### src/rtl/sort_serializer.sv
`default_nettype none
// ============================================================================
// Module      : sort_serializer
// Description : Output stage that sits directly after sort_top. On each
//               valid_in pulse it captures a DEPTH-wide sorted vector and
//               streams it out one element per beat, starting at index 0,
//               over a valid/ready interface. Two vector buffers work as a
//               ping-pong pair. A vector that arrives while both buffers are
//               busy is dropped, and the sticky overflow flag is set.
// Ports       :
//   clk        in   clock, all logic on posedge
//   rst        in   synchronous active-high reset
//   valid_in   in   one-cycle pulse, sorted[] holds a complete vector
//   sorted     in   DEPTH x WIDTH sorted vector, sorted[0] is the smallest
//   in_ready   out  a valid_in in this cycle is accepted (status only)
//   out_data   out  current element
//   out_idx    out  index of out_data within its vector
//   out_valid  out  out_data/out_idx/out_last are valid
//   out_ready  in   consumer accepts a beat when out_valid && out_ready
//   out_last   out  high on the beat that carries element DEPTH-1
//   overflow   out  sticky, at least one vector was dropped
// Revision    : 1.0  initial release
// ============================================================================
module sort_serializer #(
  parameter  int WIDTH = 32,
  parameter  int DEPTH = 8,
  localparam int IDXW  = $clog2(DEPTH)
) (
  input  logic                        clk,
  input  logic                        rst,
  input  logic                        valid_in,
  input  logic [DEPTH-1:0][WIDTH-1:0] sorted,
  output logic                        in_ready,
  output logic [WIDTH-1:0]            out_data,
  output logic [IDXW-1:0]             out_idx,
  output logic                        out_valid,
  input  logic                        out_ready,
  output logic                        out_last,
  output logic                        overflow
);

  localparam logic [IDXW-1:0] LAST_IDX = IDXW'(DEPTH - 1);

  logic [DEPTH-1:0][WIDTH-1:0] vec_buf_q [2];
  logic [DEPTH-1:0][WIDTH-1:0] vec_buf_d [2];
  logic [1:0]                  occ_q, occ_d;
  logic                        wr_ptr_q, wr_ptr_d;
  logic                        rd_ptr_q, rd_ptr_d;
  logic [IDXW-1:0]             rd_idx_q, rd_idx_d;
  logic                        overflow_q, overflow_d;

  logic beat;
  logic final_beat;
  logic capture;

  assign out_valid  = (occ_q != 2'd0);
  assign beat       = out_valid && out_ready;
  assign final_beat = beat && (rd_idx_q == LAST_IDX);

  // The final beat of the draining buffer frees its slot in the same cycle.
  // When both buffers are full, wr_ptr points at that draining buffer, so
  // overwriting it on this edge is safe.
  assign in_ready = (occ_q != 2'd2) || final_beat;
  assign capture  = valid_in && in_ready;

  // The buffer contents are only visible while out_valid is high. This keeps
  // out_data at zero whenever nothing is queued, without resetting the
  // storage arrays.
  assign out_data = out_valid ? vec_buf_q[rd_ptr_q][rd_idx_q] : '0;
  assign out_idx  = rd_idx_q;
  assign out_last = out_valid && (rd_idx_q == LAST_IDX);
  assign overflow = overflow_q;

  always_comb begin
    vec_buf_d  = vec_buf_q;
    wr_ptr_d   = wr_ptr_q;
    rd_ptr_d   = rd_ptr_q;
    rd_idx_d   = rd_idx_q;
    overflow_d = overflow_q;

    if (capture) begin
      vec_buf_d[wr_ptr_q] = sorted;
      wr_ptr_d            = ~wr_ptr_q;
    end else if (valid_in) begin
      overflow_d = 1'b1;
    end

    if (beat) begin
      if (final_beat) begin
        rd_idx_d = '0;
        rd_ptr_d = ~rd_ptr_q;
      end else begin
        rd_idx_d = rd_idx_q + IDXW'(1);
      end
    end

    // A capture and a final beat in the same cycle cancel out.
    occ_d = occ_q + {1'b0, capture} - {1'b0, final_beat};
  end

  always_ff @(posedge clk) begin
    if (rst) begin
      occ_q      <= 2'd0;
      wr_ptr_q   <= 1'b0;
      rd_ptr_q   <= 1'b0;
      rd_idx_q   <= '0;
      overflow_q <= 1'b0;
    end else begin
      occ_q      <= occ_d;
      wr_ptr_q   <= wr_ptr_d;
      rd_ptr_q   <= rd_ptr_d;
      rd_idx_q   <= rd_idx_d;
      overflow_q <= overflow_d;
    end
  end

  // The storage needs no reset. Its contents are masked by out_valid until a
  // capture writes them.
  always_ff @(posedge clk) begin
    vec_buf_q <= vec_buf_d;
  end

endmodule
`default_nettype wire

### config.mk
export PLATFORM = sky130hd
export DESIGN_NAME = sort_serializer
export DESIGN_NICKNAME = d
export VERILOG_FILES = /design/src/rtl/sort_serializer.sv
export SDC_FILE = /design/constraint.sdc
export NUM_CORES = 1
export LEC_CHECK = 0
export CORE_MARGIN = 5
export CORE_UTILIZATION = 49
export DETAILED_ROUTE_END_ITERATION = 12
export HOLD_SLACK_MARGIN = 0.06
export PLACE_DENSITY_LB_ADDON = 0.1
export SKIP_LAST_GASP = 1
export SYNTH_ARGS = -nofsm -noshare
export SYNTH_HDL_FRONTEND = slang
export SYNTH_SLANG_ARGS = --single-unit
export TNS_END_PERCENT = 20
### constraint.sdc
create_clock -name clk -period 14.61 [get_ports clk]
set_clock_uncertainty 0.05 [all_clocks]
set_input_delay 2.1915 -clock clk [delete_from_list [all_inputs] [get_ports clk]]
set_output_delay 2.1915 -clock clk [all_outputs]
set_load 0.1 [all_outputs]
==> results of run 1 <==
## how the worst max path moves through the flow
stage / startpoint / to / cells past startpoint
3_3_place_gp: rd_ptr_q$_SDFFE_PP0P_ / out_data[23] / 7
5_1_grt: rd_ptr_q$_SDFFE_PP0P_ / out_data[17] / 7
4_1_cts: rd_ptr_q$_SDFFE_PP0P_ / out_data[23] / 7
3_5_place_dp: rd_ptr_q$_SDFFE_PP0P_ / out_data[23] / 7
2_1_floorplan: out_ready / vec_buf_q[256]$_DFFE_PP_ / 3
6_report: rd_ptr_q$_SDFFE_PP0P_ / out_data[23] / 7
## cells by family after synthesis
logic type,count (synthesis),share of synthesized area
flops,520,0.7653
mux,257,0.1267
compound gates,169,0.05991
simple gates,87,0.01781
buf+inv,68,0.02712
xor+xnor,3,0.001295
fa+ha+maj,3,0.001849
## per-stage QoR
stage	setup slack (ns)	hold slack (ns)	power, mW	utilization	cells
2_1_floorplan	0.5632	0.4432	2.145	-	1107
3_3_place_gp	7.880	0.4121	2.299	0.5760	1887
3_5_place_dp	7.824	0.4295	2.308	0.5760	1887
4_1_cts	7.206	0.4432	3.627	0.6171	1981
5_1_grt	7.030	0.4797	3.722	0.6174	1985
6_report	7.268	0.4303	3.588	0.6174	1986
## routing by layer
layer,global-route usage,share of wire
met3,0.04887,0.061
met1,0.2818,0.44
met4,0.06711,0.024
met2,0.3240,0.48
met5,0,0.0017
## cell usage after synthesis, types with 2 or more instances
library cell,count
dfxtp_1,8
buf_12,5
buf_6,15
a21oi_1,4
nor2_2,2
nor2b_1,4
mux2i_1,257
clkbuf_1,17
ha_1,3
xor2_1,3
nor2_1,7
buf_2,18
a22oi_1,128
o22ai_1,32
nor3b_1,2
edfxtp_1,512
nand2_1,66
buf_8,6
inv_1,2
buf_4,3
## cell type report
class                      instances  area, um2  area share
multi-input combinational        519       4249      0.1682
timing repair buffer             313       3108      0.1230
antenna                            5      12.51   0.0004952
clock inverter                    34      330.3     0.01307
inverter                           3      11.26   0.0004457
sequential                       520      15540      0.6150
tap                              532      665.6     0.02634
clock buffer                      60       1353     0.05353
## flip-flops by register name (all words and copies together) (netlist names)
name,count
vec_buf_q,512
out_idx,3
occ_q,2
overflow,1
rd_ptr_q,1
wr_ptr_q,1
## critical path, delay by kind of cell, from the launching register on
kind,cells,cell delay (ns)
AOI/OAI and AO/OA,2,0.44
buffers and inverters,3,2.68
DFF,1,0.97
muxes,1,0.16
and+or+nand+nor,1,0.16
## power groups by stage
stage	logic [mW]	registers, mW	clock network (mW)
2_1_floorplan	0.264	1.88	0
3_3_place_gp	0.463	1.84	0
3_5_place_dp	0.467	1.84	0
4_1_cts	0.468	1.81	1.35
5_1_grt	0.490	1.82	1.41
6_report	0.463	1.81	1.32
==> flow_summary.yaml, run 1 <==
outcome:
  status: "finished, final reports clean"
detailed_routing:
  vias: 10862
  via_per_inst: 5.469
  wl_per_cell_um: 24.14
  first_pass_iters: 5
  post-route-drc-count: 0
  drtIter0Drc: 837
  wl_um: 47940
  postRouteAntennaNets: 0
final_layout:
  final_common_cell: "edfxtp_1"
  mostFrequentLayoutCells: "512 x edfxtp_1, 298 x clkdlybuf4s50_1, 257 x mux2i_1, 128 x a22oi_1, 66 x nand2_1"
  nets: 1673
  syn2layout_area_growth_pct: 24.48
  fin_area_um2: 25270
  num-fill-cells: 3044
  layout-drive-gt1-share: 0.06832
pwr:
  p_switching_uw: 878.2
  p_leak_nw: 8.017
  internal_power_mw: 2.710
  p_comb_frac: 0.129
  p_seq_frac: 0.504
  swShare: 0.2448
  clkPwrFrac: 0.367
  power.density_nw_per_um2: 142.0
  ir_drop_uv: 91.00
global_routing:
  grt_pass1_vias: 11201
  grt_max_degree: 189
  gr-total-overflow: 0
  grt_use_total: 0.2039
  grt_pass1_wl_um: 68920
  grt_antenna_before_repair: 13
min_path:
  hold_start: "overflow$_SDFFE_PP0P_"
  whs_path_depth: 2
  min_to: "overflow$_SDFFE_PP0P_"
  min_path_type: "reg -> reg"
clock_tree:
  ctsHoldBuffers: 0
  cts_resized: 0
  clk_latency_ns: 0.57
  h-tree-depth: 2
  cts_buffers: 53
  clock-root-buffer: "clkbuf_16"
  clock_path_buffers: 3
  cts_tree: "done"
  clock_sinks: 520
  cts_setup_buffers: 0
  clkSlewWorstSetupHoldPaths_ns: 0.06
place:
  placed_cell_area_um2: 23570
  place_congestion: 0.8039
  portBuffers: 298
  post-dp-hpwl_um: 29890
die:
  die_w_um: 213.5
  dieArea_um2: 45600
  initial_core_util: 0.4960
  die_y_um: 213.5
  coreArea_um2: 40920
  rows: 74
  design.portCount: 299
yosys:
  ys_warn_count: 0
  synth_area_um2: 20300
  ys_seq_elements: 520
  ys_seq_area_frac: 0.7653
  synth_top_area_frac: 0.7574
  synth.area.top_cells: "edfxtp_1 76%, mux2i_1 13%, a22oi_1 4.7%"
  netlist.top_cell.by_area: "edfxtp_1"
  async_reset_ff_frac: 0
  ys_types: 33
  synth_nets: 1370
  synthCells: 1107
  synth_edf_count: 512
  syn_avg_cell_area_um2: 18.34
  synth_flop_cell: "edfxtp_1"
timing:
  finalHoldViolations: 0
  grt_setup_unrepaired: "no"
  setup_violations: 0
  slew_viol_final: 0
  relSlewSlack: 0.2179
  final.min_clock_period_ns: 7.342
  fin_setup_tns_ns: 0
  clock.fmax_mhz: 136.2
  tightest_slew_ns: 1.173
  min_period_over_period: 0.5025
worst_setup_path:
  slowest_stage: "clkdlybuf4s50_1"
  cpMostUsedCell: "buf_4"
  cp_max_fo: 53
  worst-setup-path-type: "reg -> out"
  reg2reg_setup_slack_ns: 10.80
  r2r_end: "vec_buf_q[437]$_DFFE_PP_"
  start_kind: "flop"
  reg2regPathDepth: 7
  end_kind: "primary output"
  cpPeakStageDelay_ns: 1.17
  critPathRequiredTime_ns: 12.37
  critPathArrivalTime_ns: 5.10
  crit_chain: "buf_4 -> buf_4 -> mux2i_1 -> a22oi_1 -> nand2_1 -> o22ai_1 -> clkdlybuf4s50_1"
  worstReg2RegStart: "out_idx[0]$_SDFFE_PP0P_"
run:
  maxCapViolations: 0
Note: power is estimated with default switching activity, not from simulation.
==> inputs of run 2 (changes only) <==
==> constraint.sdc (replaced) <==
create_clock -name clk -period 6.5 [get_ports clk]
set_clock_uncertainty 0.05 [all_clocks]
set_input_delay 0.975 -clock clk [delete_from_list [all_inputs] [get_ports clk]]
set_output_delay 0.975 -clock clk [all_outputs]
set_load 0.1 [all_outputs]
==> flow_summary.yaml, run 2 (synthesis gave the netlist of run 1 again) <==
pwr:
  ir_drop_uv: 214.7
  p_leak_nw: 8.039
  fin_total_pwr_mw: 8.161
  power.density_nw_per_um2: 321.1
timing:
  fin_setup_tns_ns: 0
  clock.fmax_mhz: 201.3
  tightest_slew_ns: 1.097
  slew_viol_final: 0
  setup_violations: 0
  finalHoldViolations: 0
  relSlewSlack: 0.2662
  final.min_clock_period_ns: 4.967
  grt_setup_unrepaired: "no"
  min_period_over_period: 0.7641
  whs_ns: 0.4322
outcome:
  status: "finished, final reports clean"
die:
  design.portCount: 299
  dieArea_um2: 45600
  die_w_um: 213.5
  rows: 74
  coreArea_um2: 40920
  initial_core_util: 0.4960
  die_y_um: 213.5
global_routing:
  gr-total-overflow: 0
  grt_max_degree: 131
  grt_use_total: 0.2051
  grt_antenna_before_repair: 8
  grt_pass1_wl_um: 69750
  grt_pass1_vias: 11273
worst_setup_path:
  critPathArrivalTime_ns: 3.94
  end_kind: "primary output"
  start_kind: "flop"
  worst-setup-path-type: "reg -> out"
  cp_max_fo: 41
  reg2regPathDepth: 6
  critPathRequiredTime_ns: 5.47
final_layout:
  fin_util: 0.6209
  fin_area_um2: 25410
  layout-drive-gt1-share: 0.06699
  mostFrequentLayoutCells: "512 x edfxtp_1, 298 x clkdlybuf4s50_1, 257 x mux2i_1, 128 x a22oi_1, 66 x nand2_1"
  top_register: "vec_buf_q"
  syn2layout_area_growth_pct: 25.19
  nets: 1673
  largest_reg_flops: 512
  final_common_cell: "edfxtp_1"
  num-fill-cells: 3089
detailed_routing:
  wl_met3_um: 2636
  vias: 10952
  postRouteAntennaNets: 0
  wl_um: 47740
  drtIter0Drc: 816
  drt-met1-wl_um: 21310
  first_pass_iters: 5
  via_per_inst: 5.512
  highest_layer: "met5"
  wl_per_cell_um: 24.02
  met2WireLength_um: 22930
  post-route-drc-count: 0
clock_tree:
  clock_sinks: 520
  clock_path_buffers: 3
  ctsHoldBuffers: 0
  clkSlewWorstSetupHoldPaths_ns: 0.06
  cts_buffers: 53
  cts_resized: 0
  h-tree-depth: 2
  cts_tree: "done"
  clk_latency_ns: 0.58
  clock-root-buffer: "clkbuf_16"
  cts_setup_buffers: 0
place:
  post-dp-hpwl_um: 30040
  place_congestion: 0.8168
  placed_cell_area_um2: 23660
  portBuffers: 298
min_path:
  min_path_type: "reg -> reg"
  whs_path_depth: 2
run:
  maxCapViolations: 0
[run 2: final timing paths]
check                          start                      end  slack, ns
min            overflow$_SDFFE_PP0P_    overflow$_SDFFE_PP0P_       0.43
max            rd_ptr_q$_SDFFE_PP0P_             out_data[17]       1.53
max reg2reg  out_idx[0]$_SDFFE_PP0P_  vec_buf_q[42]$_DFFE_PP_       3.25
min reg2reg    overflow$_SDFFE_PP0P_    overflow$_SDFFE_PP0P_       0.43
[run 2: metal layers]
| layer | vias up | track usage |
|---|---|---|
| li1 | 5055 | - |
| met5 | - | 0 |
| met2 | 273 | 0.3164 |
| met3 | 58 | 0.04272 |
| met1 | 5562 | 0.3002 |
| met4 | 4 | 0.06009 |
[run 2: critical path, cell delays in order (launching register included)]
cell and delay, ns:
dfxtp_4 0.85, buf_4 0.56, mux2i_1 0.15, a22oi_1 0.27, nand2_1 0.12, o22ai_1 0.14, clkdlybuf4s50_1 1.23
[run 2: power by group]
group	internal, mW	total [mW]	leakage, nW	switching, mW
sequential	4.00	4.06	4.86	0.0617
clock	1.84	3.05	0.839	1.21
combinational	0.336	1.05	2.34	0.714
[run 2: area by class of cell]
class                           count  area (um2)  area share
Clock buffer                       64        1368     0.05382
Tap cell                          532       665.6     0.02619
Clock inverter                     29       366.6     0.01443
Sequential cell                   520       15540      0.6115
Multi-Input combinational cell    519        4249      0.1672
Inverter                            3       11.26   0.0004431
Timing Repair Buffer              313        3196      0.1258
Antenna cell                        7       17.52   0.0006893
[run 2: through the flow]
stage,setup WS (ns),cells
global route,1.338,1986
floorplan,-2.571,1107
detailed placement,2.090,1887
global placement,2.102,1887
finish,1.533,1987
CTS,1.461,1980
